[config.mk]
export PLATFORM = sky130hd
export DESIGN_NAME = uart_tx_arbiter
export DESIGN_NICKNAME = d
export VERILOG_FILES = /design/src/rtl/uart_tx_arbiter.sv
export SDC_FILE = /design/constraint.sdc
export NUM_CORES = 1
export LEC_CHECK = 0
export CAP_MARGIN = 20
export CORE_MARGIN = 2
export CORE_UTILIZATION = 48
export CTS_CLUSTER_DIAMETER = 200
export DETAILED_ROUTE_END_ITERATION = 7
export GPL_ROUTABILITY_DRIVEN = 0
export PLACE_DENSITY_LB_ADDON = 0.25
export RECOVER_POWER = 25
export SLEW_MARGIN = 10
export SYNTH_ARGS = -nofsm -noshare
export SYNTH_HDL_FRONTEND = slang
export SYNTH_SLANG_ARGS = --single-unit
[constraint.sdc]
create_clock -name clk_50M -period 2.62 [get_ports clk_50M]
set_input_delay 0.786 -clock clk_50M [delete_from_list [all_inputs] [get_ports clk_50M]]
set_output_delay 0.786 -clock clk_50M [all_outputs]
set_load 0.005 [all_outputs]
[src/rtl/uart_tx_arbiter.sv]
// Round-robin arbiter feeding four byte requesters into one UART transmitter.
// All outputs are registered; a watchdog aborts transfers whose done pulse never arrives.
module uart_tx_arbiter #(
    parameter logic [19:0] TIMEOUT = 20'd100000
) (
    input  logic        clk_50M,
    input  logic        reset,
    input  logic [3:0]  req_in,
    input  logic [31:0] data_in,
    output logic [3:0]  ack_out,
    output logic [1:0]  grant_out,
    output logic        busy_out,
    output logic [7:0]  tx_data_out,
    output logic        tx_start_out,
    input  logic        tx_done_in,
    output logic        timeout_out
);

    typedef enum logic [1:0] {
        IDLE,
        START,
        WAIT_DONE
    } state_t;

    state_t      r_state;
    state_t      w_state_nxt;
    logic [1:0]  r_rr;
    logic [1:0]  w_rr_nxt;
    logic [19:0] r_wd;
    logic [19:0] w_wd_nxt;
    logic [3:0]  r_ack;
    logic [3:0]  w_ack_nxt;
    logic [1:0]  r_grant;
    logic [1:0]  w_grant_nxt;
    logic        r_busy;
    logic        w_busy_nxt;
    logic [7:0]  r_txd;
    logic [7:0]  w_txd_nxt;
    logic        r_txs;
    logic        w_txs_nxt;
    logic        r_tmo;
    logic        w_tmo_nxt;
    logic [1:0]  w_win;
    logic        w_found;
    logic        w_expired;

    // First pending requester at or above the pointer, wrapping 3->0.
    always_comb begin
        w_win   = r_rr;
        w_found = 1'b0;
        for (int k = 0; k < 4; k++) begin
            if (!w_found && req_in[r_rr + 2'(k)]) begin
                w_win   = r_rr + 2'(k);
                w_found = 1'b1;
            end
        end
    end

    assign w_expired = (r_wd == TIMEOUT - 20'd1);

    always_comb begin
        w_state_nxt = r_state;
        w_rr_nxt    = r_rr;
        w_wd_nxt    = r_wd;
        w_ack_nxt   = 4'b0000;
        w_grant_nxt = r_grant;
        w_busy_nxt  = r_busy;
        w_txd_nxt   = r_txd;
        w_txs_nxt   = 1'b0;
        w_tmo_nxt   = 1'b0;
        unique case (r_state)
            IDLE: begin
                if (w_found) begin
                    w_state_nxt = START;
                    w_ack_nxt   = 4'b0001 << w_win;
                    w_grant_nxt = w_win;
                    w_busy_nxt  = 1'b1;
                    w_txd_nxt   = data_in[{w_win, 3'b000} +: 8];
                end
            end
            START: begin
                w_state_nxt = WAIT_DONE;
                w_txs_nxt   = 1'b1;
                w_wd_nxt    = 20'd0;
            end
            WAIT_DONE: begin
                // A done pulse on the expiry cycle counts as a normal completion.
                if (tx_done_in || w_expired) begin
                    w_state_nxt = IDLE;
                    w_busy_nxt  = 1'b0;
                    w_rr_nxt    = r_grant + 2'd1;
                    w_tmo_nxt   = !tx_done_in;
                end else begin
                    w_wd_nxt = r_wd + 20'd1;
                end
            end
            default: begin
                w_state_nxt = IDLE;
            end
        endcase
    end

    always_ff @(posedge clk_50M) begin
        if (reset) begin
            r_state <= IDLE;
            r_rr    <= 2'd0;
            r_wd    <= 20'd0;
            r_ack   <= 4'b0000;
            r_grant <= 2'd0;
            r_busy  <= 1'b0;
            r_txd   <= 8'h00;
            r_txs   <= 1'b0;
            r_tmo   <= 1'b0;
        end else begin
            r_state <= w_state_nxt;
            r_rr    <= w_rr_nxt;
            r_wd    <= w_wd_nxt;
            r_ack   <= w_ack_nxt;
            r_grant <= w_grant_nxt;
            r_busy  <= w_busy_nxt;
            r_txd   <= w_txd_nxt;
            r_txs   <= w_txs_nxt;
            r_tmo   <= w_tmo_nxt;
        end
    end

    assign ack_out      = r_ack;
    assign grant_out    = r_grant;
    assign busy_out     = r_busy;
    assign tx_data_out  = r_txd;
    assign tx_start_out = r_txs;
    assign timeout_out  = r_tmo;

endmodule

==> Yosys cells after proc, flatten, opt, wreduce, memory -nomap -nowiden <==
Cells that the tools add are included.
{ "classes": {"add_sub_neg": 5, "order_cmp": 4, "eq_ne": 6, "shift": 2, "mux": 24, "bitwise": 4, "n_reduce_logical": 18} }
{ "op_table": {"columns": ["cell", "count"], "rows": [
  ["case mux 20 bit (2 select lines)", 1],
  ["variable part select 32 x 6 -> 8 bit", 1],
  ["adder 20 x 1 -> 20 bit (second input constant)", 1],
  ["equality test 20 x 17 -> 1 bit (second input constant)", 1],
  ["two-way mux 20 bit", 1],
  ["less-than comparator 2 x 3 -> 1 bit (second input constant)", 4],
  ["two-way mux 1 bit", 11],
  ["two-way mux 2 bit", 5],
  ["binary-select mux 1 bit (select 2 bit)", 4],
  ["AND reduction 2 bit", 4],
  ["inequality test 2 bit (second input constant)", 3],
  ["case mux 2 bit (3 select lines)", 1],
  ["OR reduction 3 bit", 2],
  ["adder 2 x 1 -> 2 bit (second input constant)", 2],
  ["adder 2 bit (second input constant)", 2],
  ["zero test 1 bit", 4],
  ["inverter 1 bit", 4],
  ["nonzero test 2 bit", 2],
  ["left shift 1 x 2 -> 4 bit (first input constant)", 1],
  ["logical AND 1 bit", 3],
  ["AND reduction 3 bit", 1],
  ["equality test 2 x 1 -> 1 bit (second input constant)", 1],
  ["equality test 2 bit (second input constant)", 1],
  ["zero test 2 bit", 1],
  ["2 further kinds", 2]
]} }
{ "totals": {"register_bits": 41, "inputBits": 39, "out_inout_bits": 17, "elab_cells": 72} }

==> Depth between registers and ports, before layout <==
Gate-level depths: netlist of run 1.
{ "depth": {"ltp_word": 14, "depth_mapped": 7, "mapped_depth_nobuf": 6} }

==> Least setup slack after synthesis of run 1 <==
No wires, ideal clock.
{ "synth_path": {"path_type": "input port to flip-flop", "from": "in tx_done_in", "to": "reg r_wd[19]", "setup_time_ns": 0.059, "arrival_ns": 2.168, "required_time_ns": 2.561, "setup_slack_ns": 0.393, "stages": 5, "n_path_buf": 0, "path_cell_list": "or3b_1 -> nor4_2 -> nand2_1 -> or4_1 -> nand2_1"} }
{ "synth_between": {"elab_chain_len": 3} }
{ "synth_rtl": {"columns": ["item", "line_no", "rtl"], "rows": [
  ["from (decl)", "15", "input logic tx_done_in,"],
  ["logical OR 1 bit", "88", "if (tx_done_in || w_expired) begin"],
  ["inequality test 2 bit (no line)", null, null],
  ["AND reduction 2 bit (no line)", null, null],
  ["to (signal assigned)", "117", "r_wd <= w_wd_nxt;"],
  ["to (decl)", "29", "logic [19:0] r_wd;"]
]} }
Every way passes these cells.
A chain may end at the register's enable or synchronous reset.

==> Worst setup path in the final report of run 1 <==
Ends and elaborated chain as after synthesis.

==> impl_metrics.csv, run 1 <==
group,metric,value,unit
sta,rsz0062_at_grt,"no",
layout,finalInstanceArea,2814,um^2
sta,slew_headroom,54.50,%
sta,slew_violations,0,
detailed_routing,wl,5.099,mm
detailed_routing,dr.pass1.iters,4,
sta,fin_skew,0.005632,ns
clock_tree,hold_buffers,0,
synthesis,ys.flop_type,"dfxtp_1",
sta,post-route-period-util,89.19,%
layout,diodes,0,
synthesis,async_reset_ff_share,0,%
synthesis,synth_seq_area_share,40.25,%
detailed_routing,ant_nets,0,
clock_tree,cts_made_buffers,5,
placement,dpl_cell_area,2731,um^2
clock_tree,insertion_delay,0.29,ns
layout,multi_input_comb_area,1157,um^2
clock_tree,cts_buffer_depth,2,
worst_setup_path,critPathMaxFanout,2,
clock_tree,cts.sinks,41,
worst_setup_path,worst-path-buf-inv,1,
clock_tree,post-cts-setup-buffers,0,
sta,post-route-min-period,2.337,ns
die,die_x,69.19,um
status,status,"finished clean",
grt,antenna_found_initial,0,
clock_tree,clockRootBuffer,"clkbuf_8",
worst_setup_path,worstPathRequired,2.86,ns
grt,grt_pass1_wl,8.673,mm
worst_setup_path,crit_family,"simple AND/OR/NAND/NOR gates",
synthesis,yosys.area_share.simple,26.50,%
layout,num-nets-final,335,
synthesis,synth-edff-count,0,
synthesis,netlist_instances,227,
worst_setup_path,cp_cell_sequence,"clkdlybuf4s50_1 -> or3b_1 -> nor4_2 -> nand2_1 -> or4_1 -> nand2_1",
flow_run,maxCapViolations,0,
clock_tree,path_clk_slew,0.08,ns
power_and_ir_drop,p_per_area,481.2,nW/um^2
synthesis,yosysUniqueCellTypes,52,
detailed_routing,drt_iter0_drc,125,
detailed_routing,wl_per_cell,14.74,um
synthesis,yosysWarnings,0,
synthesis,synth_area,2039,um^2
die,start_util,50.26,%
layout,fillers,317,
synthesis,synth_top_family_by_area,"simple AND/OR/NAND/NOR gates",
clock_tree,cts_tree,"built",
placement,place.detailed.hpwl,3.810,mm
layout,drive_gt1_share,14.19,%
grt,grt_usage,22.02,%
synthesis,synth_compound_area_share,15.03,%
power_and_ir_drop,leakagePower,0.001065,uW
sta,worst_pin_slew,0.6773,ns
die,dieArea,4787,um^2
synthesis,postSynthNetCount,267,
grt,grt_pass1_vias,1894,
worst_setup_path,crit_arrival,2.58,ns
detailed_routing,route.detailed.drc,0,
grt,overflow,0,
die,core_area,4058,um^2
detailed_routing,viasPerCell,5.595,
detailed_routing,vias,1936,
layout,seqCellArea,820.8,um^2
die,rows,23,
synthesis,syn_avg_cell_area,8.984,um^2
worst_hold_path,hp-class,"reg2reg",
worst_setup_path,critPathLaunchType,"primary input",
clock_tree,h-tree-depth,2,
placement,portBuffers,55,
layout,fin_util,69.35,%
synthesis,synth.ff_latch_count,41,
die,die_height,69.19,um
worst_setup_path,crit_type,"in2reg",
sta,fmax,427.9,MHz
die,pin_count,56,
layout,area_delta_synth_final,37.98,%
sta,hold_viol,0,
synthesis,synth_fa_ha_area_share,0.6135,%
worst_setup_path,cpMostUsedCell,"nand2_1",
power_and_ir_drop,ir_worst_vdd,0.2759,mV
sta,setup_viol,0,
synthesis,synth.area.mux_share,12.02,%
worst_setup_path,critPathCaptureType,"flop",
worst_setup_path,critPathSlowestCell,"or4_1",
clock_tree,post_cts_resized,0,
synthesis,synth_xor_area_share,1.718,%
grt,grt_max_degree,20,
worst_setup_path,max_stage_delay,0.51,ns
## tightest hold or removal path, stage by stage, from the launching register on
cell and delay, ns:
dfxtp_1 0.32, nand2_1 0.05, o221ai_1 0.05
## path summary, 6_finish.rpt
kind | startpoint | endpoint | slack [ns] | cells after the start
hold / removal | tx_data_out[0] | tx_data_out[0] | 0.46 | 2
hold reg to reg | tx_data_out[0] | tx_data_out[0] | 0.46 | 2
setup / recovery | tx_done_in | r_wd[19] | 0.28 | 6
setup reg to reg | r_wd[0] | r_wd[9] | 0.33 | 8
## cell usage after synthesis (5+ instances only)
library cell	number	area, um^2
dfxtp_1	41	820.8
nand2_1	31	116.4
nor2_1	22	82.58
mux2i_1	20	200.2
nand3_1	8	40.04
o221ai_1	8	70.07
a21oi_1	7	35.03
inv_1	7	26.28
nand4_1	7	43.79
nand2b_1	5	31.28
nor3_1	5	25.02
## registers in the layout, indices dropped and copies added, names as in the netlist
| signal | flops |
|---|---|
| ack_out | 4 |
| busy_out | 1 |
| grant_out | 2 |
| r_rr | 2 |
| r_state | 2 |
| r_wd | 20 |
| timeout_out | 1 |
| tx_data_out | 8 |
| tx_start_out | 1 |
## power by group
group | total, uW | internal (uW) | switching [uW]
combinational | 271 | 155 | 116
sequential | 672 | 654 | 18.0
clock | 411 | 184 | 227
total | 1350 | 993 | 361
## layer usage
metal,track usage (%),vias up,share of wire (%)
li1,-,967,-
met1,24.34,871,39
met2,37.50,84,49
met3,9.012,14,9.6
met4,8.715,0,2.3
met5,0,-,0
## area by class of cell
class	instances	share of cell area, %
multi-input combinational	171	41.13
sequential	41	29.17
timing repair buffer	68	23.34
clock buffer	5	2.446
tap	50	2.223
inverter	8	1.067
clock inverter	3	0.6225
## kinds of logic after synthesis
family                   Yosys count
AO/OA/AOI/OAI                     39
XOR/XNOR                           4
adder cells (fa/ha/maj)            1
buffers and inverters             15
flip-flops                        41
multiplexers                      24
AND/OR/NAND/NOR                  103
## per-stage QoR
| stage | worst slack [ns] | setup TNS (ns) | hold WS [ns] | cells | total power, uW |
|---|---|---|---|---|---|
| floorplan | 0.3928 | 0 | 0.4569 | 227 | 805.9 |
| global route | 0.1609 | 0 | 0.4941 | 346 | 1413 |
| global placement | 0.02868 | 0 | 0.4447 | 338 | 959.8 |
| finish | 0.2832 | 0 | 0.4590 | 346 | 1354 |
| detailed placement | -0.02074 | -0.02396 | 0.4505 | 338 | 965.4 |
| CTS | 0.2712 | 0 | 0.4678 | 346 | 1369 |
## cell usage in the layout, fill, tap and decap left out, drive strengths merged, types with 2 or more instances in the layout
master / count
clkbuf: 6
o311ai: 2
nor2b: 2
clkinv: 3
a31o: 2
a21oi: 7
or3: 2
or4: 5
xor2: 4
nand3: 9
nand2b: 5
o21a: 2
inv: 7
mux2i: 20
o21ai: 5
nand2: 32
and2: 3
buf: 12
a31oi: 3
clkdlybuf4s50: 43
o221ai: 8
dfxtp: 41
nor4: 4
nor3: 5
nand4: 7
and3: 2
mux2: 4
nor2: 22
dlygate4sd3: 12
o211ai: 3
Note: power is estimated with default switching activity, not from simulation.
==> inputs of run 2 (changes only) <==
==> constraint.sdc (replaced) <==
create_clock -name clk_50M -period 2.62 [get_ports clk_50M]
set_input_delay 0.524 -clock clk_50M [delete_from_list [all_inputs] [get_ports clk_50M]]
set_output_delay 0.524 -clock clk_50M [all_outputs]
set_load 0.005 [all_outputs]
==> impl_metrics.csv, run 2 (synthesis results as in run 1) <==
group,metric,value,unit
layout,multi_input_comb_area,1157,um^2
die,dieArea,4787,um^2
clock_tree,hold_buffers,0,
grt,grt_pass1_vias,1776,
die,start_util,50.26,%
sta,holdWs,0.4627,ns
clock_tree,insertion_delay,0.29,ns
power_and_ir_drop,p_seq_share,43.9,%
layout,seqCellArea,820.8,um^2
die,rows,23,
clock_tree,h-tree-depth,2,
detailed_routing,wl_per_cell,14.08,um
sta,slew_violations,0,
layout,largest_reg_flops,20,
layout,largest-register,"r_wd",
worst_setup_path,worstSetupEndpoint,"tx_data_out[3]",
power_and_ir_drop,ir_worst_vdd,0.3553,mV
power_and_ir_drop,leakagePower,0.001052,uW
grt,grt_usage,20.48,%
worst_setup_path,worstPathRequired,2.77,ns
sta,post-route-min-period,2.248,ns
detailed_routing,wl,4.759,mm
worst_setup_path,crit_type,"in2reg",
power_and_ir_drop,internal-power,1180,uW
power_and_ir_drop,power_switching,347.9,uW
placement,place.detailed.hpwl,3.553,mm
layout,num-nets-final,327,
power_and_ir_drop,combPwrFrac,17.0,%
power_and_ir_drop,p_sw_share,22.76,%
sta,fmax,444.8,MHz
sta,post-route-period-util,85.82,%
sta,rsz0062_at_grt,"no",
layout,layout_common_cells,"clkdlybuf4s50_1, dfxtp_1, nand2_1",
placement,portBuffers,55,
detailed_routing,ant_nets,0,
power_and_ir_drop,p_per_area,545.6,nW/um^2
worst_setup_path,critPathLaunchType,"primary input",
clock_tree,cts_tree,"built",
power_and_ir_drop,p_total,1528,uW
detailed_routing,drt_iter0_drc,127,
clock_tree,post-cts-setup-buffers,0,
power_and_ir_drop,p_clk_share,39.1,%
clock_tree,cts.sinks,41,
clock_tree,post_cts_resized,0,
clock_tree,clockRootBuffer,"clkbuf_8",
sta,setup_viol,0,
sta,slew_headroom,31.43,%
status,status,"finished clean",
detailed_routing,vias,1904,
detailed_routing,route.detailed.drc,0,
die,pin_count,56,
die,core_area,4058,um^2
sta,setup_ws,0.3716,ns
sta,fin_skew,0.01028,ns
worst_setup_path,crit_arrival,2.40,ns
worst_setup_path,critPathMaxFanout,22,
grt,grt_max_degree,23,
detailed_routing,viasPerCell,5.633,
grt,overflow,0,
layout,drive_gt1_share,11.81,%
clock_tree,path_clk_slew,0.07,ns
clock_tree,cts_buffer_depth,2,
layout,mostFrequentLayoutCell,"clkdlybuf4s50_1",
worst_setup_path,r2r_cells,6,
die,die_height,69.19,um
worst_setup_path,r2r_setup_slack,0.38,ns
clock_tree,cts_made_buffers,5,
grt,grt_pass1_wl,8.045,mm
layout,diodes,0,
layout,fillers,326,
sta,finalSetupTns,0,ns
worst_setup_path,critPathCaptureType,"flop",
flow_run,maxCapViolations,0,
detailed_routing,dr.pass1.iters,4,
sta,worst_pin_slew,1.029,ns
grt,antenna_found_initial,0,
worst_setup_path,startpoint,"reset",
die,die_x,69.19,um
worst_hold_path,hp-class,"reg2reg",
layout,area_delta_synth_final,37.36,%
layout,fin_util,69.04,%
worst_setup_path,r2r-start,"r_wd[0]",
worst_setup_path,reg2reg_to,"r_wd[4]",
placement,pre_cts_slack,0.1824,ns
sta,hold_viol,0,
run 2: through the flow:
stage	area, um^2	std cells
finish	2801	338
global route	2801	338
CTS	2805	338
detailed placement	2671	330
global placement	2671	330
floorplan	2039	227
run 2: power groups by stage:
stage               Combinational [uW]  Sequential (uW)  Clock, uW
CTS                                270              672        607
floorplan                          119              687          0
global route                       285              675        633
global placement                   266              685          0
detailed placement                 268              687          0
finish                             259              671        598
run 2: worst min path at each step:
stage                              start              to  slack [ns]  cells after the start
final                     tx_data_out[6]  tx_data_out[6]        0.46                      2
after global routing      tx_data_out[0]  tx_data_out[0]        0.49                      2
after CTS                 tx_data_out[6]  tx_data_out[6]        0.47                      2
after detailed placement  tx_data_out[7]  tx_data_out[7]        0.45                      2
after global placement    tx_data_out[0]  tx_data_out[0]        0.44                      2
after floorplan           tx_data_out[0]  tx_data_out[0]        0.46                      2
run 2: worst max-delay path, cell delays in order:
cell and delay [ns]:
clkdlybuf4s50_1 0.48, clkbuf_1 0.77, nor2_1 0.35, nand2_1 0.16, o221ai_1 0.11
run 2: final cells by class:
class / instances / share of cell area (%)
clock inverter: 3 / 2.322
tap: 50 / 2.233
clock buffer: 5 / 2.456
sequential: 41 / 29.30
inverter: 8 / 1.072
multi-input combinational: 171 / 41.31
timing repair buffer: 60 / 21.30
run 2: layer usage:
metal,global-route usage [%],vias to the layer above,part of all wire (%)
met2,35.26,62,50
met3,6.977,6,7.6
li1,-,954,-
met5,0,-,0
met4,6.972,0,1.1
met1,23.66,882,41
==> inputs of run 3 (changes only) <==
CAP_MARGIN = default   (was 20)
==> results of run 3 <==
No change in the layout: final DEF, timing and power equal those of run 2.
